`config.mk`:
```
export PLATFORM = sky130hd
export DESIGN_NAME = spi_slave_tx_flat
export DESIGN_NICKNAME = d
export VERILOG_FILES = /design/src/rtl/spi_pkg.sv /design/src/rtl/spi_slave_tx_if.sv /design/src/rtl/spi_sync_edge.sv /design/src/rtl/spi_slave_tx.sv /design/src/flat_wrapper.sv
export SDC_FILE = /design/constraint.sdc
export NUM_CORES = 1
export LEC_CHECK = 0
export ABC_AREA = 1
export CORE_AREA = 5 5 56 68
export DETAILED_ROUTE_END_ITERATION = 8
export DIE_AREA = 0 0 61 73
export GPL_TIMING_DRIVEN = 0
export PLACE_DENSITY = 0.84
export SLEW_MARGIN = 25
export SYNTH_ARGS = -nofsm -noshare
export SYNTH_HDL_FRONTEND = slang
export SYNTH_SLANG_ARGS = --single-unit
```
`constraint.sdc`:
```
create_clock -name clk -period 1.8 [get_ports clk]
set_input_delay 0.36 -clock clk [delete_from_list [all_inputs] [get_ports clk]]
set_output_delay 0.36 -clock clk [all_outputs]
set_load 0.02 [all_outputs]
```
`src/rtl/spi_pkg.sv`:
```
// Shared SPI subsystem definitions: frame width, synchronizer limits and
// the transmitter state encoding.
package spi_pkg;

    localparam int SPI_SYNC_MIN = 2;
    localparam int SPI_DATA_W   = 8;

    typedef enum logic [1:0] {
        IDLE,
        SHIFT,
        RELOAD
    } spi_tx_state_t;

endpackage

```
`src/rtl/spi_slave_tx_if.sv`:
```
// Local-side byte handshake into the SPI slave transmitter holding buffer.
interface spi_slave_tx_if
    import spi_pkg::*;
#(
    parameter int DATA_W = SPI_DATA_W
) ();

    logic [DATA_W-1:0] tx_data;
    logic              tx_valid;
    logic              tx_ready;

    modport master (
        output tx_data,
        output tx_valid,
        input  tx_ready
    );

    modport slave (
        input  tx_data,
        input  tx_valid,
        output tx_ready
    );

endinterface

```
`src/rtl/spi_sync_edge.sv`:
```
// Multi-stage synchronizer for an asynchronous level, producing registered
// single-cycle rise and fall strobes in the clk domain.
module spi_sync_edge
    import spi_pkg::*;
#(
    parameter int   STAGES    = SPI_SYNC_MIN,
    parameter logic RESET_VAL = 1'b0
) (
    input  logic clk,
    input  logic rst,
    input  logic async_in,
    output logic rise,
    output logic fall
);

    logic [STAGES-1:0] sync_q, sync_d;
    logic              prev_q, prev_d;
    logic              rise_q, rise_d;
    logic              fall_q, fall_d;

    always_comb begin
        sync_d = {sync_q[STAGES-2:0], async_in};
        prev_d = sync_q[STAGES-1];
        rise_d = sync_q[STAGES-1] & ~prev_q;
        fall_d = ~sync_q[STAGES-1] & prev_q;
    end

    // Reset to the idle level so no spurious strobe appears after reset.
    always_ff @(posedge clk or negedge rst) begin
        if (!rst) begin
            sync_q <= {STAGES{RESET_VAL}};
            prev_q <= RESET_VAL;
            rise_q <= 1'b0;
            fall_q <= 1'b0;
        end else begin
            sync_q <= sync_d;
            prev_q <= prev_d;
            rise_q <= rise_d;
            fall_q <= fall_d;
        end
    end

    assign rise = rise_q;
    assign fall = fall_q;

endmodule

```
`src/rtl/spi_slave_tx.sv`:
```
// SPI mode-0 slave transmitter: one-entry holding buffer feeding an MSB-first
// shifter, with sclk/cs sampled entirely on the system clock.
module spi_slave_tx
    import spi_pkg::*;
#(
    parameter int DATA_W      = SPI_DATA_W,
    parameter int SYNC_STAGES = 2
) (
    input  logic            clk,
    input  logic            rst,
    input  logic            sclk,
    input  logic            cs,
    spi_slave_tx_if.slave   tx,
    output logic            miso,
    output logic            miso_oe,
    output logic            done,
    output logic            underrun
);

    localparam int               CNT_W    = $clog2(DATA_W);
    localparam logic [CNT_W-1:0] LAST_BIT = CNT_W'(DATA_W - 1);

    logic sclk_rise, sclk_fall, cs_rise, cs_fall;

    spi_tx_state_t     state_q, state_d;
    logic [DATA_W-1:0] shreg_q, shreg_d;
    logic [DATA_W-1:0] buf_q, buf_d;
    logic              buf_full_q, buf_full_d;
    logic [CNT_W-1:0]  bit_cnt_q, bit_cnt_d;
    logic              miso_q, miso_d;
    logic              miso_oe_q, miso_oe_d;
    logic              done_q, done_d;
    logic              underrun_q, underrun_d;
    logic              load;
    logic              accept;

    spi_sync_edge #(
        .STAGES    (SYNC_STAGES),
        .RESET_VAL (1'b0)
    ) u_sclk_sync (
        .clk      (clk),
        .rst      (rst),
        .async_in (sclk),
        .rise     (sclk_rise),
        .fall     (sclk_fall)
    );

    spi_sync_edge #(
        .STAGES    (SYNC_STAGES),
        .RESET_VAL (1'b1)
    ) u_cs_sync (
        .clk      (clk),
        .rst      (rst),
        .async_in (cs),
        .rise     (cs_rise),
        .fall     (cs_fall)
    );

    assign accept = tx.tx_valid & ~buf_full_q;

    always_comb begin
        state_d    = state_q;
        shreg_d    = shreg_q;
        buf_d      = buf_q;
        buf_full_d = buf_full_q;
        bit_cnt_d  = bit_cnt_q;
        done_d     = 1'b0;
        underrun_d = 1'b0;
        load       = 1'b0;

        case (state_q)
            IDLE: begin
                if (cs_fall) begin
                    load    = 1'b1;
                    state_d = SHIFT;
                end
            end
            SHIFT: begin
                if (cs_rise) begin
                    state_d   = IDLE;
                    bit_cnt_d = '0;
                end else if (sclk_rise) begin
                    if (bit_cnt_q == LAST_BIT) begin
                        bit_cnt_d = '0;
                        done_d    = 1'b1;
                        state_d   = RELOAD;
                    end else begin
                        bit_cnt_d = bit_cnt_q + 1'b1;
                    end
                end else if (sclk_fall) begin
                    shreg_d = {shreg_q[DATA_W-2:0], 1'b0};
                end
            end
            RELOAD: begin
                if (cs_rise) begin
                    state_d   = IDLE;
                    bit_cnt_d = '0;
                end else if (sclk_fall) begin
                    load    = 1'b1;
                    state_d = SHIFT;
                end
            end
            default: state_d = IDLE;
        endcase

        // A load always sees the buffer as it stood before any same-cycle accept.
        if (load) begin
            shreg_d    = buf_full_q ? buf_q : '0;
            bit_cnt_d  = '0;
            underrun_d = ~buf_full_q;
            buf_full_d = 1'b0;
        end

        if (accept) begin
            buf_d      = tx.tx_data;
            buf_full_d = 1'b1;
        end

        miso_oe_d = (state_d != IDLE);
        miso_d    = (state_d != IDLE) ? shreg_d[DATA_W-1] : 1'b0;
    end

    always_ff @(posedge clk or negedge rst) begin
        if (!rst) begin
            state_q    <= IDLE;
            shreg_q    <= '0;
            buf_q      <= '0;
            buf_full_q <= 1'b0;
            bit_cnt_q  <= '0;
            miso_q     <= 1'b0;
            miso_oe_q  <= 1'b0;
            done_q     <= 1'b0;
            underrun_q <= 1'b0;
        end else begin
            state_q    <= state_d;
            shreg_q    <= shreg_d;
            buf_q      <= buf_d;
            buf_full_q <= buf_full_d;
            bit_cnt_q  <= bit_cnt_d;
            miso_q     <= miso_d;
            miso_oe_q  <= miso_oe_d;
            done_q     <= done_d;
            underrun_q <= underrun_d;
        end
    end

    assign tx.tx_ready = ~buf_full_q;
    assign miso        = miso_q;
    assign miso_oe     = miso_oe_q;
    assign done        = done_q;
    assign underrun    = underrun_q;

endmodule
```
`src/flat_wrapper.sv`:
```
// flat-port wrapper written by rule: the top's interface ports become plain ports
module spi_slave_tx_flat import spi_pkg::*;
#(
    parameter int DATA_W      = SPI_DATA_W,
    parameter int SYNC_STAGES = 2
)
  (clk, rst, sclk, cs, miso, miso_oe, done, underrun, tx_tx_data, tx_tx_valid, tx_tx_ready);
  spi_slave_tx_if #(.DATA_W(DATA_W)) tx_i ();
  input  logic clk;
  input  logic rst;
  input  logic sclk;
  input  logic cs;
  output logic miso;
  output logic miso_oe;
  output logic done;
  output logic underrun;
  input wire logic [$bits(tx_i.tx_data)-1:0] tx_tx_data;
  input wire logic [$bits(tx_i.tx_valid)-1:0] tx_tx_valid;
  output wire logic [$bits(tx_i.tx_ready)-1:0] tx_tx_ready;
  assign tx_i.tx_data = tx_tx_data;
  assign tx_i.tx_valid = tx_tx_valid;
  assign tx_tx_ready = tx_i.tx_ready;
  spi_slave_tx #(.DATA_W(DATA_W), .SYNC_STAGES(SYNC_STAGES)) u_core (.clk(clk), .rst(rst), .sclk(sclk), .cs(cs), .tx(tx_i), .miso(miso), .miso_oe(miso_oe), .done(done), .underrun(underrun));
endmodule
```
==> impl_metrics.yaml, run 1 <==
run_status:
  outcome: "complete, no violations"
pwr:
  leakagePower_nw: 0.9828
  power_mw: 2.722
  switching_power_uw: 869.7
  p_int_mw: 1.853
  peakVddDrop_uv: 900.3
  clock_power_share_pct: 25.1
  combPwrFrac_pct: 30.3
  pwr-share-seq_pct: 44.5
  swShare_pct: 31.95
  power.density_nw_per_um2: 1410
placement:
  place_area_um2: 1810
  portBuffers: 17
  place.gp.congestion: 0.8328
  dp_hpwl_um: 2179
  placed_cells: 210
grt:
  use_met2_pct: 26.28
  grt_pass1_vias: 1199
  grt_pass1_wl_um: 5106
  met3_usage_pct: 4.956
  grt-ovfl-total: 0
  busiest_layer: "met2"
  grt_max_degree: 22
  grt_usage_pct: 15.67
  antenna_found_initial: 0
  met1_usage_pct: 17.80
critical_path:
  r2r-start: "u_core.state_q[0]$_DFF_PN0_"
  startpoint: "u_core.miso_oe$_DFF_PN0_"
  critical_path_class: "flip-flop to output port"
  cp_data_required_time_ns: 1.44
  cp-start-kind: "flip-flop"
  path_buf_inv: 1
  cp_max_fo: 1
  cp_cell_sequence: "clkdlybuf4s50_1"
  crit_slowest_cell: "clkdlybuf4s50_1"
  cp_slowest_stage_delay_ns: 0.60
  end_kind: "output port"
  crit_family: "buffers and inverters"
  cp_data_arrival_time_ns: 1.21
job:
  cap_violations: 0
floorplanning:
  dieArea_um2: 4453
  fp.dieH_um: 73
  start_util_pct: 49.64
  io_pins: 18
  num_rows: 23
  coreArea_um2: 3166
  die_w_um: 61
sta:
  rsz0062_at_grt: "no"
  finalHoldViolCount: 0
  fmax_ghz: 0.6363
  fin_crit_sh_pct: 87.31
  fin_crit_ns: 1.572
  finalClockSkew_ns: 0.006296
  setup_tns_ns: 0
  tightest_slew_ns: 0.3861
  slew_headroom_pct: 74.26
  setup_viol: 0
  maxSlewViolCount: 0
drt:
  drc: 0
  first_pass_iters: 4
  drt-total-wl_um: 2899
  vias_per_cell: 4.995
  antenna_left: 0
  wl_per_cell_um: 13.24
  drt_iter0_markers: 19
  vias: 1094
worst_hold_path:
  hold_class: "flip-flop to flip-flop"
  holdCritStartpoint: "u_core.u_sclk_sync.sync_q[0]$_DFF_PN0_"
synthesis:
  yosysWarnings: 0
  synth_flop_cell: "dfrtp_1"
  ys_top_cells_by_count: "dfrtp_1 (33), nand2_1 (27), nand3_1 (25), inv_1 (18), nor2_1 (10)"
  synth_area_leaders: "dfrtp_1 (53%), nand3_1 (8.0%), nand2_1 (6.4%)"
  synth.top_cell.area_share_pct: 52.55
  yosys.area.top_type: "dfrtp_1"
  syn-num-nets: 175
  async_flop_share_pct: 100.0
  synth_area_um2: 1572
  synth_area_per_cell_um2: 10.14
  yosysSeqAreaShare_pct: 57.56
  postSynthCellCount: 155
  synthDistinctLibCells: 21
  synth_most_common_cell: "dfrtp_1"
  synth-seq-cells: 36
  synth-edff-count: 0
layout:
  final_util_pct: 60.99
  filler_cell_count: 257
  area_delta_synth_final_pct: 22.85
  stdcell_area_um2: 1931
  diodes: 0
  drive_gt1_share_pct: 18.68
  nNetsFinal: 201
  final_cells: 219
clock_tree:
  clk_pin_slew_worst_paths_ns: 0.07
  cts_tree: "built"
  cts.sinks: 36
  cts_buffers: 5
  htreeDepth: 2
  post-cts-setup-buffer-count: 0
  cts_root_buf: "clkbuf_8"
  cts_buffer_depth: 2
  clkLatencyLatePin_ns: 0.29
-- metal layers --
metal / share of wire [%] / vias up
met5: 0 / -
met4: 2.0 / 0
met3: 4.6 / 7
met2: 54 / 24
met1: 39 / 520
li1: - / 543
-- final cells by class --
class                   count  area [um^2]  area share [%]
clock inverters             2        35.03           1.815
plain buffers               2        22.52           1.167
multi-input cells          94        553.0           28.65
inverters                  23        91.34           4.731
repair buffers             19        205.2           10.63
clock buffers               6        72.57           3.759
well taps                  37        46.29           2.398
flip-flops and latches     36        904.6           46.86
-- path summary, 6_finish.rpt --
kind,slack (ns),cells past startpoint,to
max,0.23,1,miso_oe
min,0.35,0,u_core.u_sclk_sync.sync_q[1]$_DFF_PN0_
max reg2reg,0.28,10,u_core.bit_cnt_q[0]$_DFFE_PN0P_
min reg2reg,0.35,0,u_core.u_sclk_sync.sync_q[1]$_DFF_PN0_
max in group asynchronous,0.85,3,u_core.u_sclk_sync.fall$_DFF_PN0_
min in group asynchronous,0.52,2,u_core.u_sclk_sync.prev_q$_DFF_PN0_
-- worst register-to-register path: stages, from the launching register on --
cell     delay (ns)
dfrtp_1        0.44
inv_1          0.12
ha_1           0.20
inv_1          0.07
nor2_1         0.12
inv_1          0.07
nand2_1        0.07
nand2_2        0.06
o21ai_2        0.10
nand2_1        0.09
o21ai_1        0.10
-- cell usage in the layout (no fill, tap or decap) --
cell type        count
a21oi_1              2
a21oi_2              1
buf_16               1
buf_2                1
buf_6                2
bufinv_16            1
clkbuf_1             1
clkbuf_8             5
clkdlybuf4s50_1     15
clkinv_2             1
dfrtp_1             33
dfstp_2              3
dlygate4sd3_1        1
dlymetal6s2s_1       1
ha_1                 7
inv_1               18
inv_2                4
inv_6                1
mux2_2               5
mux2_4               1
nand2_1             27
nand2_2              2
nand2_4              3
nand3_1             25
nand3_2              1
nor2_1              10
nor2_2               1
o21ai_0              4
o21ai_1              4
o21ai_2              1
-- registers in the layout, indices dropped and copies added (netlist names) --
register / flops
u_core.state_q: 2
u_core.u_sclk_sync.fall: 1
u_core.done: 1
u_core.u_sclk_sync.sync_q: 2
u_core.buf_q: 8
u_core.miso_oe: 1
u_core.u_cs_sync.prev_q: 1
u_core.buf_full_q: 1
u_core.u_cs_sync.rise: 1
u_core.u_cs_sync.fall: 1
u_core.u_cs_sync.sync_q: 2
u_core.u_sclk_sync.rise: 1
u_core.shreg_q: 8
u_core.miso: 1
u_core.bit_cnt_q: 3
u_core.u_sclk_sync.prev_q: 1
u_core.underrun: 1
-- power groups by stage --
| stage | clock, mW | combinational (mW) | sequential (mW) |
|---|---|---|---|
| 6_report | 0.684 | 0.825 | 1.21 |
| 5_1_grt | 0.738 | 0.926 | 1.23 |
| 4_1_cts | 0.700 | 0.841 | 1.21 |
| 3_5_place_dp | 0 | 0.826 | 1.22 |
| 3_3_place_gp | 0 | 0.769 | 1.21 |
| 2_1_floorplan | 0 | 0.568 | 1.21 |
-- repair_timing --
item,CTS,global route
hold buffers,1,0
endpoints found under the setup margin,0,1
hold endpoints to repair,12,0
gates resized for setup,0,1
-- through the flow --
| step | hold slack (ns) | setup WS (ns) |
|---|---|---|
| after global placement | 0.3413 | -0.2996 |
| final | 0.3542 | 0.2284 |
| after floorplan | 0.06441 | 0.5006 |
| after detailed placement | 0.3008 | 0.2939 |
| after CTS | 0.3554 | 0.02296 |
| after global routing | 0.3687 | 0.1388 |
-- cell families after synthesis --
family	share of synthesized area, %
compound gates	4.300
fa+ha+maj	5.573
buf+inv	7.245
flops	57.56
mux	4.538
simple gates	20.78
No activity file was read; power rests on OpenSTA's default activity.
==> run 2: changes to the inputs <==
PLACE_DENSITY = 0.74   (was 0.84)
==> impl_metrics.yaml, run 2 (synthesized netlist as in run 1, its figures left out) <==
run_status:
  outcome: "complete, no violations"
critical_path:
  cp_max_fo: 1
  critical_path_class: "flip-flop to output port"
  cp_slowest_stage_delay_ns: 0.61
  cp_cell_sequence: "clkdlybuf4s50_1"
  path_buf_inv: 1
  cp_data_arrival_time_ns: 1.22
  end_kind: "output port"
  cp-start-kind: "flip-flop"
  crit_family: "buffers and inverters"
  cp_data_required_time_ns: 1.44
  crit_slowest_cell: "clkdlybuf4s50_1"
clock_tree:
  clkLatencyLatePin_ns: 0.28
  post-cts-setup-buffer-count: 0
  clk_pin_slew_worst_paths_ns: 0.07
  cts_root_buf: "clkbuf_8"
  cts_buffers: 5
  cts_tree: "built"
  htreeDepth: 2
  cts.sinks: 36
  cts_buffer_depth: 2
floorplanning:
  fp.dieH_um: 73
  die_w_um: 61
  dieArea_um2: 4453
  start_util_pct: 49.64
  num_rows: 23
  io_pins: 18
  coreArea_um2: 3166
placement:
  place_area_um2: 1810
  portBuffers: 17
  place.gp.congestion: 0.7859
  dp_hpwl_um: 2068
pwr:
  power.density_nw_per_um2: 1411
  peakVddDrop_uv: 977.3
  leakagePower_nw: 0.9818
  power_mw: 2.728
job:
  cap_violations: 0
layout:
  largest_registers: "u_core.buf_q x8, u_core.shreg_q x8, u_core.bit_cnt_q x3"
  final_cell_mix: "dfrtp_1 (33), nand2_1 (27), nand3_1 (25)"
  nNetsFinal: 201
  filler_cell_count: 266
  area_delta_synth_final_pct: 23.09
  layout_commonest_cell: "dfrtp_1"
  stdcell_area_um2: 1934
  diodes: 0
  drive_gt1_share_pct: 19.23
grt:
  antenna_found_initial: 0
  grt-ovfl-total: 0
  grt_usage_pct: 15.43
  grt_max_degree: 24
  grt_pass1_vias: 1212
  grt_pass1_wl_um: 5106
drt:
  vias: 1109
  wl_per_cell_um: 12.49
  drc: 0
  drt_iter0_markers: 38
  antenna_left: 0
  first_pass_iters: 4
  drt-total-wl_um: 2735
  vias_per_cell: 5.064
sta:
  rsz0062_at_grt: "no"
  finalHoldViolCount: 0
  fin_crit_ns: 1.584
  setup_viol: 0
  maxSlewViolCount: 0
  finalClockSkew_ns: 0.002415
  slew_headroom_pct: 76.10
  setup_tns_ns: 0
  fin_crit_sh_pct: 87.99
  tightest_slew_ns: 0.3585
  fmax_ghz: 0.6314
worst_hold_path:
  hold_class: "flip-flop to flip-flop"
## run 2: changes by cell type in the layout (fill, tap and decap cells not counted), sizes merged
cell      before  now
clkinvlp       0    1
clkbuf         6    5
## run 2: path summary, 6_finish.rpt
path                                                        start                                      to  slack, ns  depth (start not counted)
min reg2reg                u_core.u_sclk_sync.sync_q[0]$_DFF_PN0_  u_core.u_sclk_sync.sync_q[1]$_DFF_PN0_       0.35                          0
max in group asynchronous                                     rst       u_core.u_cs_sync.prev_q$_DFF_PN1_       0.79                          3
max reg2reg                           u_core.state_q[0]$_DFF_PN0_         u_core.bit_cnt_q[1]$_DFFE_PN0P_       0.29                          9
min in group asynchronous                                     rst         u_core.bit_cnt_q[2]$_DFFE_PN0P_       0.51                          2
min                        u_core.u_sclk_sync.sync_q[0]$_DFF_PN0_  u_core.u_sclk_sync.sync_q[1]$_DFF_PN0_       0.35                          0
max                                         u_core.miso$_DFF_PN0_                                    miso       0.22                          1
## run 2: area by class of cell
cell class                 count  area, um^2  share of cell area [%]
sequential                    36       904.6                   46.77
inverter                      23       91.34                   4.722
buffer                         2       22.52                   1.164
tap                           37       46.29                   2.393
clock buffer                   5       68.82                   3.558
timing repair buffer          19       205.2                   10.61
multi-input combinational     94       553.0                   28.59
clock inverter                 3       42.54                   2.199
## run 2: metal layers
layer | track usage (%) | wire length (um) | part of all wire [%] | vias to the layer above
met5 | 0 | 0 | 0 | -
met2 | 24.73 | 1413 | 52 | 23
met4 | 6.747 | 56 | 2.0 | 0
met1 | 18.53 | 1132 | 41 | 531
met3 | 5.310 | 133 | 4.9 | 8
li1 | - | - | - | 547
## run 2: timing repair
item                                    CTS  global route
hold buffers                              1             0
endpoints found under the setup margin    0             1
gates resized for setup                   0             1
endpoints found under the hold margin    13             0
## run 2: power breakdown
group          internal (mW)  switching, mW
Clock                  0.409          0.285
Sequential              1.07          0.144
Combinational          0.377          0.446
Total                   1.85          0.876
## run 2: stage by stage
stage | utilization (%) | cells | setup WS [ns] | hold slack [ns]
6_report | 61.11 | 219 | 0.2163 | 0.3527
2_1_floorplan | - | 155 | 0.5006 | 0.06441
5_1_grt | 61.11 | 219 | 0.1374 | 0.3696
3_5_place_dp | 57.19 | 210 | 0.3240 | 0.2929
3_3_place_gp | 56.48 | 209 | -0.3360 | 0.3391
4_1_cts | 61.03 | 219 | 0.03021 | 0.3573
